**src/rtl/microc_pkg.sv**
```systemverilog
// microc_pkg: opcode map, ALU codes, control word and sequencer state encoding for microc.
package microc_pkg;
  localparam logic [5:0] OP_HALT = 6'b000000;
  localparam logic [5:0] OP_J    = 6'b000100;
  localparam logic [5:0] OP_JZ   = 6'b001000;
  localparam logic [5:0] OP_JNZ  = 6'b001010;
  localparam logic       PFX_ALU = 1'b1;
  localparam logic [1:0] PFX_LI  = 2'b01;
  localparam logic [2:0] ALU_PASS = 3'b000;
  localparam logic [2:0] ALU_NOT  = 3'b001;
  localparam logic [2:0] ALU_ADD  = 3'b010;
  localparam logic [2:0] ALU_SUB  = 3'b011;
  localparam logic [2:0] ALU_AND  = 3'b100;
  localparam logic [2:0] ALU_OR   = 3'b101;
  localparam logic [2:0] ALU_NEGA = 3'b110;
  localparam logic [2:0] ALU_NEGB = 3'b111;
  typedef enum logic [1:0] {IDLE, RUN, STEP, HALT} state_t;
  typedef struct packed {
    logic       s_inc;
    logic       s_inm;
    logic       we3;
    logic       wez;
    logic [2:0] op;
  } ctrl_t;
  localparam ctrl_t CTRL_IDLE = '{s_inc: 1'b1, s_inm: 1'b0, we3: 1'b0, wez: 1'b0, op: ALU_PASS};
endpackage

```
**src/rtl/uc_seq_if.sv**
```systemverilog
// uc_seq_if: datapath-facing status inputs and control outputs of the sequencer.
interface uc_seq_if #(parameter int CNT_W = 16);
  logic [5:0]       opcode;
  logic             z;
  logic             start;
  logic             dbg;
  logic             step;
  logic             s_inc;
  logic             s_inm;
  logic             we3;
  logic             wez;
  logic [2:0]       op;
  logic             pc_we;
  logic             halted;
  logic [CNT_W-1:0] retired;
  modport master (output opcode, z, start, dbg, step,
                  input  s_inc, s_inm, we3, wez, op, pc_we, halted, retired);
  modport slave  (input  opcode, z, start, dbg, step,
                  output s_inc, s_inm, we3, wez, op, pc_we, halted, retired);
endinterface

```
**src/rtl/uc_decode.sv**
```systemverilog
// uc_decode: combinational opcode/z decode into the raw, ungated control word.
module uc_decode
  import microc_pkg::*;
(
  input  logic [5:0] opcode,
  input  logic       z,
  output ctrl_t      cw,
  output logic       is_halt
);
  assign is_halt  = opcode == OP_HALT;
  assign cw.s_inc = opcode == OP_J ? 1'b0 : opcode == OP_JZ ? ~z : opcode == OP_JNZ ? z : 1'b1;
  assign cw.s_inm = opcode[5:4] == PFX_LI;
  assign cw.we3   = opcode[5] == PFX_ALU || opcode[5:4] == PFX_LI;
  assign cw.wez   = opcode[5] == PFX_ALU;
  assign cw.op    = opcode[5] == PFX_ALU ? opcode[4:2] : ALU_PASS;
endmodule

```
**src/rtl/uc_seq.sv**
```systemverilog
// uc_seq: run/step/halt sequencer gating the decoded control word, plus retired counter.
module uc_seq
  import microc_pkg::*;
#(
  parameter int CNT_W = 16
) (
  input logic   clk,
  input logic   reset,
  uc_seq_if.slave bus
);
  ctrl_t            raw, gated;
  logic             is_halt, exec;
  state_t           state_q, state_d;
  logic [CNT_W-1:0] retired_q, retired_d;

  uc_decode u_dec (.opcode(bus.opcode), .z(bus.z), .cw(raw), .is_halt(is_halt));

  // dbg outranks HALT in RUN; mode switches always spend one non-executing cycle
  always_comb begin
    state_d = state_q;
    exec    = 1'b0;
    case (state_q)
      IDLE: state_d = bus.start ? (bus.dbg ? STEP : RUN) : IDLE;
      RUN: begin
        state_d = bus.dbg ? STEP : is_halt ? HALT : RUN;
        exec    = ~bus.dbg & ~is_halt;
      end
      STEP: begin
        state_d = ~bus.dbg ? RUN : (bus.step & is_halt) ? HALT : STEP;
        exec    = bus.dbg & bus.step & ~is_halt;
      end
      default: state_d = HALT;
    endcase
    retired_d = retired_q + CNT_W'(exec);
    gated     = exec ? raw : CTRL_IDLE;
  end

  always_ff @(posedge clk or posedge reset) begin
    if (reset) begin
      state_q   <= IDLE;
      retired_q <= '0;
    end else begin
      state_q   <= state_d;
      retired_q <= retired_d;
    end
  end

  assign bus.s_inc   = gated.s_inc;
  assign bus.s_inm   = gated.s_inm;
  assign bus.we3     = gated.we3;
  assign bus.wez     = gated.wez;
  assign bus.op      = gated.op;
  assign bus.pc_we   = exec;
  assign bus.halted  = state_q == HALT;
  assign bus.retired = retired_q;
endmodule

```
**src/flat_wrapper.sv**
```systemverilog
// flat-port wrapper written by rule: the top's interface ports become plain ports
module uc_seq_flat import microc_pkg::*;
#(
  parameter int CNT_W = 16
)
  (clk, reset, bus_opcode, bus_z, bus_start, bus_dbg, bus_step, bus_s_inc, bus_s_inm, bus_we3, bus_wez, bus_op, bus_pc_we, bus_halted, bus_retired);
  uc_seq_if #(.CNT_W(CNT_W)) bus_i ();
  input logic clk;
  input logic reset;
  input wire logic [$bits(bus_i.opcode)-1:0] bus_opcode;
  input wire logic [$bits(bus_i.z)-1:0] bus_z;
  input wire logic [$bits(bus_i.start)-1:0] bus_start;
  input wire logic [$bits(bus_i.dbg)-1:0] bus_dbg;
  input wire logic [$bits(bus_i.step)-1:0] bus_step;
  output wire logic [$bits(bus_i.s_inc)-1:0] bus_s_inc;
  output wire logic [$bits(bus_i.s_inm)-1:0] bus_s_inm;
  output wire logic [$bits(bus_i.we3)-1:0] bus_we3;
  output wire logic [$bits(bus_i.wez)-1:0] bus_wez;
  output wire logic [$bits(bus_i.op)-1:0] bus_op;
  output wire logic [$bits(bus_i.pc_we)-1:0] bus_pc_we;
  output wire logic [$bits(bus_i.halted)-1:0] bus_halted;
  output wire logic [$bits(bus_i.retired)-1:0] bus_retired;
  assign bus_i.opcode = bus_opcode;
  assign bus_i.z = bus_z;
  assign bus_i.start = bus_start;
  assign bus_i.dbg = bus_dbg;
  assign bus_i.step = bus_step;
  assign bus_s_inc = bus_i.s_inc;
  assign bus_s_inm = bus_i.s_inm;
  assign bus_we3 = bus_i.we3;
  assign bus_wez = bus_i.wez;
  assign bus_op = bus_i.op;
  assign bus_pc_we = bus_i.pc_we;
  assign bus_halted = bus_i.halted;
  assign bus_retired = bus_i.retired;
  uc_seq #(.CNT_W(CNT_W)) u_core (.clk(clk), .reset(reset), .bus(bus_i));
endmodule
```
**config.mk**
```make
export PLATFORM = sky130hd
export DESIGN_NAME = uc_seq_flat
export DESIGN_NICKNAME = d
export VERILOG_FILES = /design/src/rtl/microc_pkg.sv /design/src/rtl/uc_seq_if.sv /design/src/rtl/uc_decode.sv /design/src/rtl/uc_seq.sv /design/src/flat_wrapper.sv
export SDC_FILE = /design/constraint.sdc
export NUM_CORES = 1
export LEC_CHECK = 0
export BUFFER_PORTS_ARGS = -buffer_cell sky130_fd_sc_hd__buf_2
export CELL_PAD_IN_SITES_DETAIL_PLACEMENT = 1
export CELL_PAD_IN_SITES_GLOBAL_PLACEMENT = 2
export CORE_AREA = 2 2 62 64
export CTS_CLUSTER_SIZE = 12
export DETAILED_ROUTE_END_ITERATION = 8
export DIE_AREA = 0 0 64 66
export GPL_TIMING_DRIVEN = 0
export PLACE_DENSITY = 0.71
export SLEW_MARGIN = 20
export SYNTH_ARGS = -nofsm -noshare
export SYNTH_HDL_FRONTEND = slang
export SYNTH_SLANG_ARGS = --single-unit
```
**constraint.sdc**
```tcl
create_clock -name clk -period 2.88 [get_ports clk]
set_clock_uncertainty 0.1 [all_clocks]
set_input_delay 0.432 -clock clk [delete_from_list [all_inputs] [get_ports clk]]
set_output_delay 0.432 -clock clk [all_outputs]
set_load 0.1 [all_outputs]
```
# Word level (Yosys, flattened, before mapping)
# Index checks and enable logic that the tools add are counted.
# word_totals
register_bits,18
inputBits,12
# classes
add_sub_neg,1
eq_ne,7
n_mux,13
bitwise,7
n_reduce_logical,3
# ops
operator,n
16-bit by 1-bit adder with 16-bit output,1
6-bit by 4-bit == test with 1-bit output (second input constant),2
2-bit two-way mux,5
7-bit two-way mux,1
6-bit by 3-bit == test with 1-bit output (second input constant),1
6-bit zero test,1
2-bit one-hot mux with 3 select lines,1
1-bit AND,4
2-bit by 1-bit == test with 1-bit output (second input constant),2
2-bit == test (second input constant),2
1-bit two-way mux,4
3-bit two-way mux,1
1-bit NOT,3
2-bit zero test,1
1-bit one-hot mux with 2 select lines,1
1-bit logical OR,1

# Depth between registers and ports, before layout
# logic_depth
word_depth,5
ltp_mapped,12
ltp_nobuf,12

# Hierarchy
# Synthesis repeated with hierarchy kept, for this count alone.
# hier_totals
hier_cells,97
area_unflattened_um2,1041.0
# modules_own_cells
mod,instances,cells_per_inst,area_each_um2
uc_seq,1,84,943.4
uc_decode,1,13,97.6

# Least setup slack after synthesis
# No wires, ideal clock.
# synth_timing
path_kind,flip-flop to output port
startpoint,register u_core.state_q[0]
endpoint,output port bus_s_inm
t_arrival_ps,3141
t_required_ps,2348
slack_ps,-793
stages_incl_launch_ff,6
path_buffers,0
path_cell_list,dfrtp_1 -> inv_1 -> ha_1 -> o21ai_0 -> nand2_1 -> nor3b_1
# synth_between
elab_chain_len,3
elab_cells_between_ends,4
cone_classes,eq/ne: 2; mux: 2
# synth_rtl
element,line_no,rtl
start: declaration,uc_seq.sv:13,"state_t state_q, state_d;"
start signal: assignment,uc_seq.sv:43,state_q <= state_d;
2-bit == test or 2-bit by 1-bit == test with 1-bit output (tied branches),uc_seq.sv:22,case (state_q)
1-bit one-hot mux with 2 select lines *,uc_seq.sv:22,
7-bit two-way mux *,uc_seq.sv:35,gated = exec ? raw : CTRL_IDLE;
end: declaration,flat_wrapper.sv:16,output wire logic [$bits(bus_i.s_inm)-1:0] bus_s_inm;
# Every way passes the cells marked *; elsewhere a longest branch is shown, timed or not.

# Final worst setup path
# layout_timing
startpoint,register u_core.state_q[0]
endpoint,output port bus_s_inc
# layout_between
elab_chain_len,3
elab_cells_between_ends,4
cone_classes,eq/ne: 2; mux: 2
# layout_rtl
element,line_no,rtl
2-bit == test or 2-bit by 1-bit == test with 1-bit output (tied branches),uc_seq.sv:22,
1-bit one-hot mux with 2 select lines *,uc_seq.sv:22,
7-bit two-way mux *,uc_seq.sv:35,
end: declaration,flat_wrapper.sv:15,output wire logic [$bits(bus_i.s_inc)-1:0] bus_s_inc;
# Marks and branches as above.

==> impl_results.md <==
- Total core area: 3550 um2
- Period utilization: 90.9%
- Final total power: 0.00128 W
- # setup viols final: 0
- Largest net degree at the start of global routing: 19
- Tmin final: 2.62 ns
- Vias: 808
- Clk Latency, worst-skew pair: 0.29 ns
- Post-CTS setup buffer count: 0
- Gpl congestion: 0.692
- Power per Cell Area: 1020 nW/um2
- Drt initial violations: 17
- I/O Pins: 37
- Routed vias/inst: 4.56
- Num CTS Buffers: 3
- Clock sinks: 18
- Layout area overhead: 30.5%
- Syn nets: 108
- Total Routed Length: 2060 um
- Endpoint type of the worst setup path: output pin
- Lkg Pwr: 0.643 nW
- Initial Utilization: 27.0%
- Max-cap viol count: 0
- Total track usage: 11.0%
- Share of cells above drive strength 1: 39.5%
- Clock buffer depth: 2
- Maximum vdd drop: 0.467 mV
- Actual slew at the worst max-slew pin: 0.685 ns
- Rel. slew slack: 54.3%
- N_diodes: 0
- DP HPWL: 1670 um
- Async set or reset register ratio after synthesis: 100%
- Hold Fails Final Rpt: 0
- Required @ worst endpoint: 2.35 ns
- Worst hold-check path type: in2async
- Cells after synthesis: 89
- Critical Path AT: 2.09 ns
- Main flop type after synthesis: dfrtp_1
- Synth Cell Area: 960 um2
- Initial antenna violation count: 0
- First-pass GRT wire length: 3710 um
- Fillcell total: 409
- Setup TNS: 0 ns
- CTS tree: yes
- Status: finished clean
- Die extent in x: 64 um
- DIE AREA: 4220 um2
- H-tree level count: 1
- Die height: 66 um
- WS Path Type: reg2out
- Avg Inst Size Synth: 10.8 um2
- Root Driver: clkbuf_4
- Crit-path max FO: 4
- Final Max Tran Viols: 0
- Row cnt: 22
- DRC: 0
- Fmax: 382 MHz
- Grt ovf: 0
- Layout Nets: 149
- Number of global-route vias before repair: 844
- Drt first pass iters: 2
- Register area share after synthesis: 46.9%
- RSZ-0062 raised after global routing: false
- Post-synth EDFFs: 0
- Crit path launch type: flop
- Clk slew on worst S/H paths: 0.11 ns
- WL/cell: 11.6 um
- Synth cell types: 28
- Antenna viol nets, final: 0
- Number of synthesized register bits: 18
- Post-CTS Hold Buffers: 0
- Ys Warns: 0
- Post-CTS resize count: 0
- IO Port Bufs: 36
## Yosys cell counts (2+ instances only)
cell type | number | share of area, %
dfrtp_1 | 18 | 47
xnor2_1 | 11 | 10
nand3_1 | 9 | 4.7
ha_1 | 7 | 9.1
nand2_1 | 7 | 2.7
nor2_1 | 6 | 2.3
and2_1 | 4 | 2.6
inv_1 | 4 | 1.6
xor2_1 | 3 | 2.7
and3_1 | 2 | 1.3
## routing by layer
layer / GRT usage [%] / vias to the layer above / part of all wire [%]
met1: 13.8 / 388 / 44
met2: 17.8 / 32 / 49
li1: - / 388 / -
met3: 1.87 / 0 / 6.8
met5: 0 / - / 0
met4: 6.52 / 0 / 0
## cell families after synthesis
family / count (synthesis) / synth area share, %
xor gates and xnor gates: 14 / 12.8
AOI/OAI and AO/OA: 6 / 4.69
DFF: 18 / 46.9
adders and majority gates: 7 / 9.13
and+or+nand+nor: 40 / 24.9
buffers and inverters: 4 / 1.56
## placed cells by master, fill, tap and decap left out, types with 2 or more instances in the layout
master / count
nand2_1: 7
nor2_1: 5
ha_1: 7
nand3_1: 9
and2_2: 3
dfrtp_1: 18
xnor2_1: 11
xor2_1: 3
and3_1: 2
inv_1: 4
clkbuf_4: 3
buf_2: 36
## final cells by class
cell class / instances / area, um2 / area share (%)
clock buffer: 4 / 36.3 / 2.90
inverter: 4 / 15.0 / 1.20
multi-input combinational: 67 / 510 / 40.8
sequential: 18 / 450 / 36.0
tap: 48 / 60.1 / 4.80
timing repair buffer: 36 / 180 / 14.4
## final timing paths
check,start,to,slack [ns],depth (start not counted)
worst max-delay path,u_core.state_q[0],bus_s_inc,0.26,6
worst min-delay path,reset,u_core.bus.retired[15],0.13,2
worst max register to register,u_core.state_q[0],u_core.bus.retired[12],0.37,11
worst min register to register,u_core.bus.retired[15],u_core.bus.retired[15],0.38,1
max in group asynchronous,reset,u_core.state_q[0],2.12,2
min in group clk,bus_dbg,u_core.state_q[1],0.32,2
## state kept, by name, summed over array words and instances (netlist names)
signal              count
u_core.bus.retired     16
u_core.state_q          2
## power by group
part	total [W]	internal (W)	switching, W
sequential	0.000361	0.000303	0.0000585
combinational	0.000764	0.000138	0.000626
clock	0.000156	0.0000770	0.0000795
total	0.00128	0.000518	0.000764
## per-stage QoR
stage | cells | instance area [um2] | utilization [%] | hold WS, ns | setup slack [ns]
2_1_floorplan | 89 | 976 | - | 0.271 | 0.0842
3_3_place_gp | 173 | 1220 | 34.2 | 0.356 | 0.335
3_5_place_dp | 173 | 1220 | 34.2 | 0.373 | 0.307
4_1_cts | 177 | 1250 | 35.3 | 0.148 | 0.190
5_1_grt | 177 | 1250 | 35.3 | 0.168 | 0.0550
6_report | 177 | 1250 | 35.3 | 0.125 | 0.262
## critical path: stages, from the launching register on
cell	delay, ns
dfrtp_1	0.39
inv_1	0.07
ha_1	0.23
o21ai_0	0.23
nand2_1	0.20
or3_1	0.37
buf_2	0.30
Note: power is estimated with default switching activity, not from simulation.
